File: src/rtl/bw_io_term_pkg.sv
// Shared types and helpers for the CMOS2 pull-down termination calibrator.
// FSM state encoding, settle-counter sizing and synchroniser depth.
package bw_io_term_pkg;

  typedef enum logic [1:0] {
    IDLE,
    SETTLE,
    SAMPLE,
    DONE
  } state_e;

  localparam int SYNC_DEPTH = 2;

  function automatic int clog2(input int v);
    int r;
    int x;
    r = 0;
    x = v - 1;
    while (x > 0) begin
      r++;
      x = x >> 1;
    end
    return (r < 1) ? 1 : r;
  endfunction

endpackage

File: src/rtl/bw_io_term_ch_upd.sv
// One termination channel: pending flag plus code register.
// The code only moves while the channel is enabled and its bus is quiet.
module bw_io_term_ch_upd
  import bw_io_term_pkg::*;
#(
  parameter int CODE_W   = 5,
  parameter int RST_CODE = 2 ** (CODE_W - 1)
) (
  input  logic              clk,
  input  logic              arst_l,
  input  logic              i_set,
  input  logic              i_en,
  input  logic              i_quiet,
  input  logic [CODE_W-1:0] i_code,
  output logic [CODE_W-1:0] o_code
);

  logic              r_pend;
  logic [CODE_W-1:0] r_code;

  // A new-result set in the same cycle as an update wins, so the
  // channel picks up the newest code on its next eligible cycle.
  always_ff @(posedge clk or negedge arst_l) begin
    if (!arst_l) begin
      r_pend <= 1'b0;
      r_code <= CODE_W'(RST_CODE);
    end else begin
      if (r_pend && i_en && i_quiet) begin
        r_code <= i_code;
        r_pend <= 1'b0;
      end
      if (i_set) r_pend <= 1'b1;
    end
  end

  assign o_code = r_code;

endmodule

File: src/rtl/bw_io_cmos2_term_cal.sv
// SAR pull-down termination calibrator feeding NCH quiet-gated channels.
// Optional override path enabled by defining BW_IO_TERM_OVRD_EN.
module bw_io_cmos2_term_cal
  import bw_io_term_pkg::*;
#(
  parameter int NCH        = 4,
  parameter int CODE_W     = 5,
  parameter int SETTLE_CYC = 8,
  parameter int RST_CODE   = 2 ** (CODE_W - 1)
) (
  input  logic                  clk,
  input  logic                  arst_l,
  input  logic                  vddo,
  input  logic                  cal_req,
  output logic                  cal_busy,
  output logic                  cal_done,
  input  logic                  cmp_hi,
  output logic [CODE_W-1:0]     trial_code,
  output logic [CODE_W-1:0]     cal_code,
  input  logic [NCH-1:0]        ch_en,
  input  logic [NCH-1:0]        ch_quiet,
`ifdef BW_IO_TERM_OVRD_EN
  input  logic                  ovrd_en,
  input  logic [CODE_W-1:0]     ovrd_code,
`endif
  output logic [NCH*CODE_W-1:0] term_dn_code,
  output logic [NCH-1:0]        term_dn_en
);

  localparam int CW = clog2(SETTLE_CYC + 3);
  localparam int IW = clog2(CODE_W);
  localparam logic [CW-1:0] SETTLE_LAST = CW'(SETTLE_CYC + 1);
  localparam logic [CODE_W-1:0] ONE = CODE_W'(1);

  state_e                r_state;
  logic [CW-1:0]         r_cnt;
  logic [IW-1:0]         r_idx;
  logic [CODE_W-1:0]     r_trial;
  logic [CODE_W-1:0]     r_cal;
  logic                  r_busy;
  logic                  r_done;
  logic [NCH-1:0]        r_en;
  logic [SYNC_DEPTH-1:0] r_sync;

  logic              w_cmp_s;
  logic [CODE_W-1:0] w_bit;
  logic [CODE_W-1:0] w_res;
  logic              w_last;
  logic              w_set;
  logic              w_ovrd;
  logic              w_rise;
  logic [CODE_W-1:0] w_ch_code;
  logic              w_unused;

  assign w_unused = vddo;

`ifdef BW_IO_TERM_OVRD_EN
  logic r_ovrd_q;

  always_ff @(posedge clk or negedge arst_l) begin
    if (!arst_l) r_ovrd_q <= 1'b0;
    else         r_ovrd_q <= ovrd_en;
  end

  assign w_ovrd    = ovrd_en;
  assign w_rise    = ovrd_en & ~r_ovrd_q;
  assign w_ch_code = ovrd_en ? ovrd_code : r_cal;
`else
  assign w_ovrd    = 1'b0;
  assign w_rise    = 1'b0;
  assign w_ch_code = r_cal;
`endif

  always_ff @(posedge clk or negedge arst_l) begin
    if (!arst_l) begin
      r_sync <= '0;
      r_en   <= '0;
    end else begin
      r_sync <= {r_sync[SYNC_DEPTH-2:0], cmp_hi};
      r_en   <= ch_en;
    end
  end

  assign w_cmp_s = r_sync[SYNC_DEPTH-1];
  assign w_bit   = ONE << r_idx;
  assign w_res   = w_cmp_s ? r_trial : (r_trial & ~w_bit);
  assign w_last  = (r_state == SAMPLE) && (r_idx == '0);
  // Channels are flagged on the edge the new result lands in cal_code.
  assign w_set   = w_last | w_rise;

  always_ff @(posedge clk or negedge arst_l) begin
    if (!arst_l) begin
      r_state <= IDLE;
      r_cnt   <= '0;
      r_idx   <= '0;
      r_trial <= CODE_W'(RST_CODE);
      r_cal   <= CODE_W'(RST_CODE);
      r_busy  <= 1'b0;
      r_done  <= 1'b0;
    end else begin
      r_done <= 1'b0;
      unique case (r_state)
        IDLE: begin
          if (cal_req && !w_ovrd) begin
            r_trial <= ONE << (CODE_W - 1);
            r_idx   <= IW'(CODE_W - 1);
            r_cnt   <= '0;
            r_busy  <= 1'b1;
            r_state <= SETTLE;
          end
        end
        SETTLE: begin
          if (r_cnt == SETTLE_LAST) r_state <= SAMPLE;
          else                      r_cnt   <= r_cnt + 1'b1;
        end
        SAMPLE: begin
          if (r_idx != '0) begin
            r_trial <= w_res | (w_bit >> 1);
            r_idx   <= r_idx - 1'b1;
            r_cnt   <= '0;
            r_state <= SETTLE;
          end else begin
            r_trial <= w_res;
            r_cal   <= w_res;
            r_done  <= 1'b1;
            r_state <= DONE;
          end
        end
        DONE: begin
          r_busy  <= 1'b0;
          r_state <= IDLE;
        end
        default: r_state <= IDLE;
      endcase
    end
  end

  for (genvar g = 0; g < NCH; g++) begin : g_ch
    bw_io_term_ch_upd #(
      .CODE_W  (CODE_W),
      .RST_CODE(RST_CODE)
    ) u_ch (
      .clk    (clk),
      .arst_l (arst_l),
      .i_set  (w_set),
      .i_en   (ch_en[g]),
      .i_quiet(ch_quiet[g]),
      .i_code (w_ch_code),
      .o_code (term_dn_code[g*CODE_W +: CODE_W])
    );
  end

  assign cal_busy   = r_busy;
  assign cal_done   = r_done;
  assign trial_code = r_trial;
  assign cal_code   = r_cal;
  assign term_dn_en = r_en;

endmodule

File: config.mk
export PLATFORM = sky130hd
export DESIGN_NAME = bw_io_cmos2_term_cal
export DESIGN_NICKNAME = d
export VERILOG_FILES = /design/src/rtl/bw_io_term_pkg.sv /design/src/rtl/bw_io_term_ch_upd.sv /design/src/rtl/bw_io_cmos2_term_cal.sv
export SDC_FILE = /design/constraint.sdc
export NUM_CORES = 1
export LEC_CHECK = 0
export CAP_MARGIN = 0
export CELL_PAD_IN_SITES_DETAIL_PLACEMENT = 1
export CELL_PAD_IN_SITES_GLOBAL_PLACEMENT = 2
export CORE_ASPECT_RATIO = 1.25
export CORE_MARGIN = 2
export CORE_UTILIZATION = 32
export CTS_CLUSTER_DIAMETER = 100
export CTS_CLUSTER_SIZE = 24
export DETAILED_ROUTE_END_ITERATION = 7
export PLACE_DENSITY_LB_ADDON = 0.1
export SLEW_MARGIN = 20
export SYNTH_ARGS = -nofsm -noshare
export SYNTH_HDL_FRONTEND = slang
export SYNTH_SLANG_ARGS = --single-unit
File: constraint.sdc
create_clock -name clk -period 2.1 [get_ports clk]
set_input_delay 0.21 -clock clk [delete_from_list [all_inputs] [get_ports clk]]
set_output_delay 0.21 -clock clk [all_outputs]
set_load 0.1 [all_outputs]
==> summary.txt, run 1 <==
Routing
  • Avg WL per Cell: 16.1 microns
  • Number of detailed-routing iterations run before antenna repair: 4
  • Number of design rule violations left after detail routing: 0
  • Routed vias: 1587
  • Sum of routed wire length over all layers: 5.17 mm
  • DRT iter0 DRCs: 63
  • Number of routed nets with antenna violations: 0
  • Detailed-route vias per instance: 4.93

Synthesis
  • Share of flip-flops with an asynchronous set or reset after synthesis: 1.00
  • Netlist area before placement: 0.00215 sq mm
  • Average cell area after synthesis: 12.1 sq um
  • Top FF cell, synth: dfrtp_1
  • EDFF count, synth: 0
  • Share of synthesized area occupied by flip-flops and latches: 0.596
  • Number of nets in the synthesized netlist: 198
  • Post-synthesis cell count: 178
  • Unique masters post-synth: 37
  • Yosys reg bits: 51
  • Yosys warns: 0

Finish
  • Layout Nets: 254
  • P&R area growth vs syn: 28.9%
  • Final core utilization: 0.426
  • Diodes inserted: 0
  • Proportion of layout cells with a drive suffix above 1: 0.336
  • Filler cells: 744

Global routing
  • Wire length of the first global-routing pass: 8.59 mm
  • Total routing usage reported by global routing: 0.148
  • Antenna violations before repair: 0
  • Number of global-route vias before repair: 1729
  • Congestion Overflow GR: 0
  • Pin count of the biggest net entering global routing: 33

Clock network
  • Clock root cell: clkbuf_8
  • CTS tree: done
  • Gates resized, CTS repair: 0
  • Clock tree sinks: 51
  • H-Tree Level Count: 2
  • Clock insertion delay at the later pin of the skew report: 0.30 ns
  • Clock-pin slew of the registers on the worst-case setup and hold paths: 0.09 ns
  • Clock buffers created by TritonCTS: 5
  • Clock tree buffer depth: 2
  • Number of setup buffers added after CTS: 0

STA
  • Tightest slew margin relative to the limit: 0.597
  • Tightest hold margin: 0.264 ns
  • Count of final setup violators: 0
  • Highest Clock Rate: 0.581 GHz
  • Fin. Hold Viols: 0
  • Clock period minus worst slack: 1.72 ns
  • Clock Skews: 0.0101 ns
  • Setup Total Neg Slack: 0 ns
  • Unrepaired setup endpoints after global routing: false
  • Slew @ Worst Pin: 0.605 ns
  • Final Slew Violations: 0
  • Tcrit/Tclk final: 0.820

Power
  • Sequential fraction of design power: 0.435
  • Internal power: 1.79 mW
  • Sum of internal, switching and leakage power: 2.97 mW
  • Largest voltage drop on the vdd net: 0.768 mV
  • PwrDens: 1070 mW/mm^2
  • Clock Power Share: 0.227
  • Leakage power total: 1.41 nW
  • Sw power: 1.18 mW
  • Switching portion of total power: 0.398
  • Share of total power in combinational logic: 0.338

Worst setup path
  • Data arrival time of the worst path: 1.91 ns
  • Number of buffer and inverter instances along the worst setup path: 2
  • Critical path start-end classification: flip-flop to flip-flop
  • Series of cell instances along the critical path: inv_1 > ha_1 > nand4bb_4 > inv_4 > or2_1 > a211o_1
  • Largest driver fanout on the critical path: 10
  • Family with the most delay on the worst path: simple AND/OR/NAND/NOR gates
  • Critical-path top delay cell: dfrtp_1
  • Required time reported for the critical path endpoint: 2.28 ns
  • Element type at the critical path end: flip-flop
  • Delay of the slowest critical-path stage: 0.40 ns
  • Type of element launching the critical path: flip-flop

Placed design
  • Detail Placement HPWL: 3.90 mm
  • Last weighted congestion value of the routability-driven placer: 0.788
  • Buffers added on ports: 47

Floorplan
  • Height of the die: 95.7 microns
  • Number of core rows: 33
  • Core region area: 0.00652 sq mm
  • Initial standard-cell utilization of the core: 0.330
  • Horizontal die dimension: 77.4 microns
  • Die Footprint: 0.00741 sq mm
  • IO Count: 49

Hold path
  • Worst min-delay path class: primary input to async pin

Outcome
  • Outcome: completed

Run
  • Number of max-capacitance violations reported: 0
-- power groups by stage --
stage               clock, mW  combinational (mW)  sequential (mW)
floorplan                   0               0.393             1.62
global placement            0               0.968             1.29
detailed placement          0                1.01             1.31
CTS                     0.699                1.02             1.29
global route            0.732                1.09             1.32
finish                  0.675                1.00             1.29
-- metrics by stage --
step / cells / setup slack, ns / area [sq um]
after global placement: 313 / 0.465 / 2660
after detailed placement: 313 / 0.379 / 2660
final: 322 / 0.378 / 2780
after global routing: 322 / 0.288 / 2780
after CTS: 322 / 0.363 / 2780
after floorplan: 178 / 0.531 / 2150
-- layer usage --
| layer | share of wire | track usage | vias up |
|---|---|---|---|
| met5 | 0 | 0 | - |
| met2 | 0.53 | 0.273 | 37 |
| met4 | 0.017 | 0.0551 | 0 |
| met1 | 0.41 | 0.171 | 810 |
| met3 | 0.037 | 0.0281 | 7 |
| li1 | - | - | 733 |
-- cells in the mapped netlist, types with 2 or more instances --
master	count	area, sq um
a21oi_1	3	15.0
a22oi_1	2	15.0
inv_1	7	26.3
mux2_2	20	225
nand3_1	9	45.0
dfrtp_1	45	1130
o31ai_1	2	15.0
o22ai_1	2	12.5
nor3_1	2	10.0
ha_1	7	87.6
a21o_1	2	15.0
or3b_2	3	26.3
clkbuf_1	2	7.51
nand2_1	29	109
nor2b_1	2	12.5
nand2b_1	3	18.8
nor2_1	3	11.3
nor4_1	2	12.5
o21ai_0	10	50.1
dfstp_2	6	158
-- flip-flops by register name (all words and copies together) (netlist names) --
register	cells
cal_code	5
g_ch.u_ch.o_code	20
r_sync	2
r_idx	3
cal_done	1
g_ch.u_ch.r_pend	4
trial_code	5
cal_busy	1
r_state	2
term_dn_en	4
r_cnt	4
-- final timing paths --
check                      depth (start not counted)  slack (ns)            startpoint                            endpoint
max in group asynchronous                          3        1.19                arst_l  g_ch[3].u_ch.o_code[4]$_DFFE_PN1P_
max reg2reg                                        6        0.38  r_idx[0]$_DFFE_PN0P_                r_cnt[0]$_DFFE_PN0P_
min                                                2        0.26                arst_l  g_ch[2].u_ch.o_code[3]$_DFFE_PN0P_
max                                                6        0.38  r_idx[0]$_DFFE_PN0P_                r_cnt[0]$_DFFE_PN0P_
min reg2reg                                        0        0.36   r_sync[0]$_DFF_PN0_                 r_sync[1]$_DFF_PN0_
min in group clk                                   1        0.35                cmp_hi                 r_sync[0]$_DFF_PN0_
-- final cells by class --
type / count / area, sq um / area share
clock buffer: 6 / 72.6 / 0.0261
clock inverter: 2 / 37.5 / 0.0135
sequential: 51 / 1280 / 0.462
timing repair buffer: 52 / 415 / 0.150
multi-input combinational: 116 / 826 / 0.297
inverter: 8 / 32.5 / 0.0117
tap: 87 / 109 / 0.0392
-- logic make-up (layout without fill, tap and decap cells) --
group                      after synthesis  count (layout)  share of synthesized area
muxes                                   20              20                      0.105
buffers and inverters                   11              68                     0.0209
AOI/OAI and AO/OA                       29              29                     0.0877
adders and majority gates                7               7                     0.0406
and+or+nand+nor                         59              59                      0.146
xor gates and xnor gates                 1               1                    0.00407
DFF                                     51              51                      0.596
-- layout by cell type, fill, tap and decap left out, types with 2 or more instances in the layout --
cell type        count
o22ai_1              2
o31ai_1              2
clkbuf_8             5
o21ai_0             10
nor4_1               2
nor2b_1              2
a21o_1               2
inv_1                7
nand2_1             29
a22oi_1              2
nand3_1              9
ha_1                 7
clkdlybuf4s50_1     10
or3b_2               3
nor3_1               2
nor2_1               3
mux2_2              20
buf_4               40
nand2b_1             3
dfrtp_1             45
dfstp_2              6
a21oi_1              3
-- repair_timing --
action | in CTS | in global routing
setup endpoints to repair | 0 | 0
hold endpoints to repair | 18 | 0
hold buffers | 1 | 0
No activity file was read; power rests on OpenSTA's default activity.
==> inputs of run 2 (changes only) <==
--- a/config.mk
+++ b/config.mk
@@ -10,7 +10,7 @@
 export CELL_PAD_IN_SITES_GLOBAL_PLACEMENT = 2
 export CORE_ASPECT_RATIO = 1.25
 export CORE_MARGIN = 2
-export CORE_UTILIZATION = 32
+export CORE_UTILIZATION = 29
 export CTS_CLUSTER_DIAMETER = 100
 export CTS_CLUSTER_SIZE = 24
 export DETAILED_ROUTE_END_ITERATION = 7
==> constraint.sdc (replaced) <==
create_clock -name clk -period 1.43 [get_ports clk]
set_input_delay 0.143 -clock clk [delete_from_list [all_inputs] [get_ports clk]]
set_output_delay 0.143 -clock clk [all_outputs]
set_load 0.1 [all_outputs]
==> run 2 against run 1 <==
Compared with the run above: the run now ends with negative setup slack left; sequential power grew 49%; final cell count up 7.1%; global-route usage up 0.12 points; worst setup slack got worse by 0.39 ns; power up 70%; clock power rose by 33%; largest power group is now combinational cells.
==> summary.txt, run 2 (synthesis results as in run 1) <==
Outcome
  • Outcome: finished with violations
  • Failing checks: negative setup slack

Power
  • Switching portion of total power: 0.392
  • Share of total power in combinational logic: 0.441
  • Internal power: 3.07 mW
  • PwrDens: 1460 mW/mm^2
  • Sw power: 1.98 mW
  • Leakage power total: 1.61 nW
  • Largest voltage drop on the vdd net: 1.10 mV
  • Clock Power Share: 0.178
  • Sequential fraction of design power: 0.381

Worst setup path
  • Series of cell instances along the critical path: inv_2 > ha_4 > and3b_2 > or4_4 > o311ai_2
  • Type of element launching the critical path: flip-flop
  • Critical-path top delay cell: or4_4
  • Critical path start-end classification: flip-flop to flip-flop
  • Data arrival time of the worst path: 1.65 ns
  • Element type at the critical path end: flip-flop
  • Largest driver fanout on the critical path: 5
  • Delay of the slowest critical-path stage: 0.42 ns
  • Required time reported for the critical path endpoint: 1.64 ns

Finish
  • Diodes inserted: 0
  • Filler cells: 767
  • P&R area growth vs syn: 60.7%
  • Proportion of layout cells with a drive suffix above 1: 0.470
  • Post-Layout Cell Count: 345
  • Non-Filler Cell Area, Final: 0.00346 sq mm
  • Highest-count cells in the layout ignoring fill and taps: dfrtp_1 (42), buf_12 (37), nand2_1 (29)
  • Largest register FFs: 20
  • Final core utilization: 0.476
  • Most frequent standard cell in the layout excluding fill and tap cells: dfrtp_1
  • Layout Nets: 272

Hold path
  • Worst min-delay path class: primary input to flip-flop

Clock network
  • CTS tree: done
  • Clock root cell: clkbuf_8
  • H-Tree Level Count: 2
  • Clock tree buffer depth: 2
  • Clock insertion delay at the later pin of the skew report: 0.30 ns
  • Clock tree sinks: 51
  • Clock-pin slew of the registers on the worst-case setup and hold paths: 0.10 ns
  • Clock buffers created by TritonCTS: 5

STA
  • Tightest slew margin relative to the limit: 0.686
  • Final worst setup slack: -0.00928 ns
  • Clock Skews: 0.00688 ns
  • Setup Total Neg Slack: -0.0115 ns
  • Final Slew Violations: 0
  • Count of final setup violators: 2
  • Unrepaired setup endpoints after global routing: true
  • Tcrit/Tclk final: 1.01
  • Fin. Hold Viols: 0
  • Clock period minus worst slack: 1.44 ns
  • Highest Clock Rate: 0.695 GHz
  • Slew @ Worst Pin: 0.467 ns

Placed design
  • Detail Placement HPWL: 4.24 mm
  • Buffers added on ports: 47
  • Number of instances in the placed design: 328
  • Last weighted congestion value of the routability-driven placer: 0.779
  • Cell area after placement: 0.00321 sq mm

Floorplan
  • Height of the die: 100 microns
  • Die Footprint: 0.00814 sq mm
  • Core region area: 0.00727 sq mm
  • Number of core rows: 35
  • Initial standard-cell utilization of the core: 0.296
  • IO Count: 49
  • Horizontal die dimension: 81.1 microns

Global routing
  • Congestion Overflow GR: 0
  • Total routing usage reported by global routing: 0.149
  • Number of global-route vias before repair: 1859
  • Antenna violations before repair: 0
  • Pin count of the biggest net entering global routing: 52
  • Wire length of the first global-routing pass: 9.34 mm

Routing
  • Number of detailed-routing iterations run before antenna repair: 4
  • Routed vias: 1655
  • Sum of routed wire length over all layers: 5.77 mm
  • Number of routed nets with antenna violations: 0
  • DRT iter0 DRCs: 72
  • Avg WL per Cell: 16.7 microns
  • Detailed-route vias per instance: 4.80
  • Number of design rule violations left after detail routing: 0

Run
  • Number of max-capacitance violations reported: 0
## run 2: repair_timing
action                                  4_1_cts  5_1_grt
hold buffers                                  1        0
setup buffers                                 5        3
endpoints found under the hold margin        45        0
gates resized for setup                      11       16
endpoints found under the setup margin        7       11
pin swaps                                     3        4
## run 2: layout make-up
cell class,instances,area [sq um],share of cell area
Clock buffer,6,82.6,0.0239
Clock inverter,2,16.3,0.00470
Inverter,8,32.5,0.00940
Multi-Input combinational cell,116,915,0.264
Sequential cell,51,1290,0.372
Tap cell,92,115,0.0332
Timing Repair Buffer,70,1010,0.293
## run 2: critical path: cells and delay by family, from the launching register on
kind,cells,cell delay [ns]
DFF,1,0.39
adders and majority gates,1,0.16
buffers and inverters,1,0.07
AOI/OAI and AO/OA,1,0.09
and+or+nand+nor,2,0.65
## run 2: power groups by stage
| stage | combinational (mW) | sequential [mW] | clock, mW |
|---|---|---|---|
| after global placement | 1.86 | 1.91 | 0 |
| after floorplan | 0.617 | 2.39 | 0 |
| final | 2.23 | 1.92 | 0.897 |
| after CTS | 2.04 | 1.90 | 0.933 |
| after global routing | 2.39 | 1.95 | 1.00 |
| after detailed placement | 1.92 | 1.92 | 0 |
## run 2: layer usage
metal / vias to the layer above / part of all wire / track usage / wire, microns
li1: 772 / - / - / -
met1: 841 / 0.39 / 0.170 / 2260
met2: 36 / 0.56 / 0.273 / 3240
met3: 6 / 0.036 / 0.0279 / 208
met4: 0 / 0.010 / 0.0535 / 59
met5: - / 0 / 0 / 0
## run 2: path summary, 6_finish.rpt
check | startpoint | endpoint | slack [ns] | cells after the start
max | r_cnt[1]$_DFFE_PN0P_ | r_cnt[1]$_DFFE_PN0P_ | -0.009 | 5
min | cmp_hi | r_sync[0]$_DFF_PN0_ | 0.27 | 1
max reg2reg | r_cnt[1]$_DFFE_PN0P_ | r_cnt[1]$_DFFE_PN0P_ | -0.009 | 5
min reg2reg | r_sync[0]$_DFF_PN0_ | r_sync[1]$_DFF_PN0_ | 0.36 | 0
max in group asynchronous | arst_l | g_ch[0].u_ch.o_code[4]$_DFFE_PN1P_ | 0.77 | 3
min in group asynchronous | arst_l | g_ch[1].u_ch.r_pend$_DFFE_PN0P_ | 0.36 | 3
## run 2: stage by stage
step | power [mW] | hold WS [ns] | worst slack, ns
after floorplan | 3.01 | -0.153 | -0.00745
after global placement | 3.77 | 0.152 | -0.0280
after detailed placement | 3.85 | 0.161 | -0.103
after CTS | 4.88 | 0.259 | -0.0442
after global routing | 5.35 | 0.248 | -0.0693
final | 5.05 | 0.268 | -0.00928
==> edit 1, RTL diff (settings of run 2) <==
Register the output `term_dn_code`, cleared by the reset; this adds one clock of latency there. The other outputs are not delayed to match.
--- a/src/rtl/bw_io_cmos2_term_cal.sv
+++ b/src/rtl/bw_io_cmos2_term_cal.sv
@@ -32,4 +32,6 @@
   localparam logic [CW-1:0] SETTLE_LAST = CW'(SETTLE_CYC + 1);
   localparam logic [CODE_W-1:0] ONE = CODE_W'(1);
+
+  logic [NCH*CODE_W-1:0] term_dn_code_d;
 
   state_e                r_state;
@@ -147,5 +149,5 @@
       .i_quiet(ch_quiet[g]),
       .i_code (w_ch_code),
-      .o_code (term_dn_code[g*CODE_W +: CODE_W])
+      .o_code (term_dn_code_d[g*CODE_W +: CODE_W])
     );
   end
@@ -157,4 +159,12 @@
   assign term_dn_en = r_en;
 
+  always_ff @(posedge clk or negedge arst_l) begin
+    if (!arst_l) begin
+      term_dn_code <= '0;
+    end else begin
+      term_dn_code <= term_dn_code_d;
+    end
+  end
+
 endmodule
 
Function: changed (a bounded check fails within 4 cycles, from zero or initial values and one cycle with arst_l low).
==> edit 1 against run 2 <==
Non-clock buffer count decreased by 9. Sequential cell count up 20. Cell count up 14%. Synthesized area grew 25%. Clock skew shrank 0.0015 ns. Sequential share of layout area is 5.8 points higher. Design area rose by 20%. Worst setup slack improved by 0.035 ns. Routed wire length increased by 0.99%. Critical path type unchanged. Critical endpoint is now r_cnt[0].
Power is not compared: it rests on default switching activity, and its combinational part moved more than twofold at a synthesized area within 25%.
==> edit 1: results (changes against run 2) <==
stage,metric,value,unit,change
run_status,status,completed,,
drt,Vias,1723,,+4.1%
finish,share of layout cells above drive strength 1,0.386,,-0.0843
sta,WHS,0.260,ns,-0.00783 ns
global_routing,gr usage total,0.122,,-0.0270
setup_path,r2r setup slk,0.03,ns,+0.04 ns
placement,hpwl dp,4120,um,-2.8%
finish,fin nets,287,,+5.5%
sta,worst slew pin tran,0.381,ns,-0.0858 ns
clock_network,Worst-path clk slew,0.06,ns,-0.04 ns
setup_path,worst path arrival time,1.61,ns,-0.04 ns
setup_path,CP peak stage delay,0.37,ns,-0.05 ns
global_routing,largest net degree at the start of global routing,72,,+38%
clock_network,CTS Root Cell,clkbuf_16,,
drt,WL met2,3100,um,-4.4%
synth,mean post-synth cell area,13.5,um^2,+12%
clock_network,cts bufs inserted,9,,+4
synth,Synthesized Nets,219,,+11%
setup_path,Crit path max-delay family,compound AO/OA/AOI/OAI gates,,
placement,final RePlAce weighted congestion,0.727,,-6.6%
clock_network,CTS resizes,2,,-9
clock_network,Worst-Skew Late Latency,0.32,ns,+0.02 ns
clock_network,H-Tree Depth,3,,+1
global_routing,met2 Track Usage GR,0.214,,-0.0598
sta,worst clock skew,0.00539,ns,-0.00149 ns
synth,ranking of synthesized cells by area,"dfrtp_1, mux2_2, dfstp_2",,
placement,Setup WS pre-CTS,-0.0335,ns,+0.0700 ns
drt,total detailed-routing wirelength,5830,um,+0.99%
[edit 1: changes by cell type after synthesis, sizes merged, moves of 3 or more]
cell	run 2	this run
nand3	9	6
o21ai	10	14
dfrtp	45	65
buf	1	4
[edit 1: cells by family (layout without fill, tap and decap cells)]
group | count (synthesis) | after routing | synth area share
compound gates | 32 | 32 | 0.0741
xor+xnor | 1 | 1 | 0.00326
fa+ha+maj | 7 | 7 | 0.0326
buf+inv | 12 | 85 | 0.0242
flops | 71 | 71 | 0.664
mux | 23 | 23 | 0.0955
simple gates | 53 | 53 | 0.106
[edit 1: cell type report]
type	count	area, um^2
Multi-Input combinational cell	116	895
Timing Repair Buffer	61	962
Clock inverter	6	93.8
Clock buffer	10	229
Fill cell	932	4930
Inverter	8	30.0
Sequential cell	71	1790
Tap cell	123	154
[edit 1: power breakdown]
part           internal [mW]  switching (mW)  leakage, nW
Combinational         0.0671           0.111        0.941
Sequential              2.02          0.0100        0.904
Clock                   1.54           0.841        0.153
Total                   3.63           0.962         2.00
==> edit 2, RTL diff (config.mk and constraints of run 2) <==
Without the edit above. Build with the macro `BW_IO_TERM_OVRD_EN` defined.
--- a/src/rtl/bw_io_cmos2_term_cal.sv
+++ b/src/rtl/bw_io_cmos2_term_cal.sv
@@ -1,4 +1,6 @@
 // SAR pull-down termination calibrator feeding NCH quiet-gated channels.
 // Optional override path enabled by defining BW_IO_TERM_OVRD_EN.
+`define BW_IO_TERM_OVRD_EN
+
 module bw_io_cmos2_term_cal
   import bw_io_term_pkg::*;
Interface: changed (added ovrd_code and ovrd_en); port bits go from 49 to 55. The function was not compared with the original's and may differ.
==> edit 2 against run 2 <==
Routed wire length fell by 5.4%. Non-clock buffer count is 10 higher. Global-route usage is 1.4 points lower. Power decreased by 22%. Synthesized cell count is 14% higher. Synthesized area increased by 4.8%. Design area grew 3.8%. Worst setup slack gained 0.041 ns. Sequential share of layout area shrank 0.73 points. Sequential cell count is 1 higher. Sequential power is 11% lower. Cell count up 10%.
==> edit 2: results (changes against run 2) <==
stage,metric,value,unit,change
run_status,status,completed,,
global_routing,vias in the first global route,1904,,+2.4%
synth,Synth Flop Type,dfrtp_1,,
finish,Antenna Cells,0,,unchanged
finish,Fillers,824,,+7.4%
clock_network,CTS Root Cell,clkbuf_8,,
clock_network,Worst-path clk slew,0.08,ns,-0.02 ns
sta,worst clock skew,0.00683,ns,-0.0000489 ns
synth,Compound-Gate Fraction of Synth Area,0.153,,+0.0658
synth,mux cell area share after synthesis,0.0377,,-0.0669
finish,share of layout cells above drive strength 1,0.332,,-0.138
drt,drt first pass iters,4,,unchanged
setup_path,r2r setup slk,0.03,ns,+0.04 ns
setup_path,CP peak stage delay,0.40,ns,-0.02 ns
synth,Synth async-reset ratio,1.00,,unchanged
global_routing,initial antenna violation count,0,,unchanged
setup_path,worst path arrival time,1.58,ns,-0.07 ns
synth,post-synthesis cell type count,36,,-2.7%
clock_network,Worst-Skew Late Latency,0.30,ns,about the same
drt,total detailed-routing wirelength,5460,um,-5.4%
synth,ranking of synthesized cells by area,"dfrtp_1, o21ai_0, dfstp_2",,
setup_path,Crit path max-delay family,flip-flops,,
drt,initial DRC count,30,,-58%
finish,fin nets,311,,+14%
worst_hold_path,worst hold stages,1,,unchanged
synth,adder-cell share of the synthesized area,0.0388,,-0.00187
placement,Buffers on Ports,53,,+13%
setup_path,crit path max-delay cell type,dfrtp_1,,
power_and_ir_drop,VDD IR max,0.604,mV,-45%
global_routing,gr usage total,0.135,,-0.0142
global_routing,first-pass GRT wire length,9180,um,-1.7%
synth,xor/xnor share of the synthesized area,0.00388,,-0.000187
placement,final RePlAce weighted congestion,0.744,,-4.5%
global_routing,largest net degree at the start of global routing,21,,-60%
placement,placement-stage cell area,0.00340,mm^2,+5.9%
setup_path,worst reg2reg startpoint,r_idx[1],,
sta,worst slew pin tran,0.562,ns,+0.0950 ns
setup_path,Crit Reg-Reg Endpoint,trial_code[2],,
synth,YS warnings,0,,unchanged
clock_network,H-Tree Depth,2,,unchanged
synth,top post-synthesis cells by count,"dfrtp_1, nand2_1, o21ai_0",,
placement,hpwl dp,4350,um,+2.7%
drt,Vias,1753,,+5.9%
setup_path,crit path max fanout,3,,-2
clock_network,cts bufs inserted,5,,unchanged
power_and_ir_drop,Pleak,1.62,nW,+1.2%
synth,sequential area share after synthesis,0.580,,-0.0163
synth,Synthesized Nets,229,,+16%
## edit 2: cell count changes after synthesis, sizes merged, moves of 4 or more
cell     before  now
mux2i         0    7
mux2         20    1
nand2        29   36
nand3         9    5
o2bb2ai       0    6
buf           1    5
o21ai        10   35
## edit 2: stage by stage
step           utilization  hold slack [ns]  setup WS, ns  cells
6_report             0.469            0.281        0.0319    381
5_1_grt              0.469            0.269       -0.0393    381
4_1_cts              0.461            0.269       -0.0133    377
3_5_place_dp         0.445            0.147       -0.0350    368
3_3_place_gp         0.445            0.152       -0.0258    368
2_1_floorplan            -           -0.153        0.0244    203
## edit 2: per-layer routing
| metal | track usage | vias up | wire length (um) |
|---|---|---|---|
| li1 | - | 867 | - |
| met1 | 0.158 | 846 | 2250 |
| met2 | 0.261 | 36 | 2980 |
| met3 | 0.0256 | 4 | 180 |
| met4 | 0.0265 | 0 | 44 |
| met5 | 0 | - | 0 |
## edit 2: cell families (layout without fill, tap and decap cells)
logic type	after synthesis	after routing
multiplexers	8	8
flip-flops	52	52
XOR/XNOR	1	1
adder cells (fa/ha/maj)	7	7
AND/OR/NAND/NOR	63	63
buffers and inverters	14	97
AO/OA/AOI/OAI	58	58
## edit 2: worst reg2reg max path: stages, from the launching register on
cell	delay [ns]
dfrtp_1	0.40
buf_4	0.13
ha_2	0.17
or3b_4	0.38
a22oi_2	0.12
o2bb2ai_1	0.09
## edit 2: final cells by class
| cell class | count | area share |
|---|---|---|
| Clock buffer | 6 | 0.0202 |
| Inverter | 9 | 0.00940 |
| Sequential cell | 52 | 0.365 |
| Clock inverter | 2 | 0.00975 |
| Multi-Input combinational cell | 137 | 0.252 |
| Tap cell | 95 | 0.0331 |
| Timing Repair Buffer | 80 | 0.311 |
## edit 2: timing repair
action	4_1_cts	5_1_grt
pin swaps	0	1
hold endpoints to repair	14	0
endpoints found under the setup margin	5	15
buffers inserted	0	4
gates resized for setup	3	11
hold buffers	1	0
## edit 2: where the power goes
part	leakage, nW	switching (mW)	internal [mW]
sequential	0.626	0.109	1.59
clock	0.0552	0.465	0.520
combinational	0.944	0.822	0.450
total	1.62	1.40	2.56
## edit 2: worst max-delay path by stage
stage / from / endpoint / slack [ns] / cells past startpoint
6_report: r_idx[1] / trial_code[2] / 0.03 / 5
5_1_grt: r_idx[1] / r_idx[0] / -0.04 / 5
4_1_cts: r_idx[1] / r_idx[0] / -0.01 / 5
3_5_place_dp: r_idx[1] / r_cnt[0] / -0.03 / 5
3_3_place_gp: r_idx[1] / r_cnt[0] / -0.03 / 5
2_1_floorplan: cal_code[0] / g_ch[2].u_ch.o_code[0] / 0.02 / 2
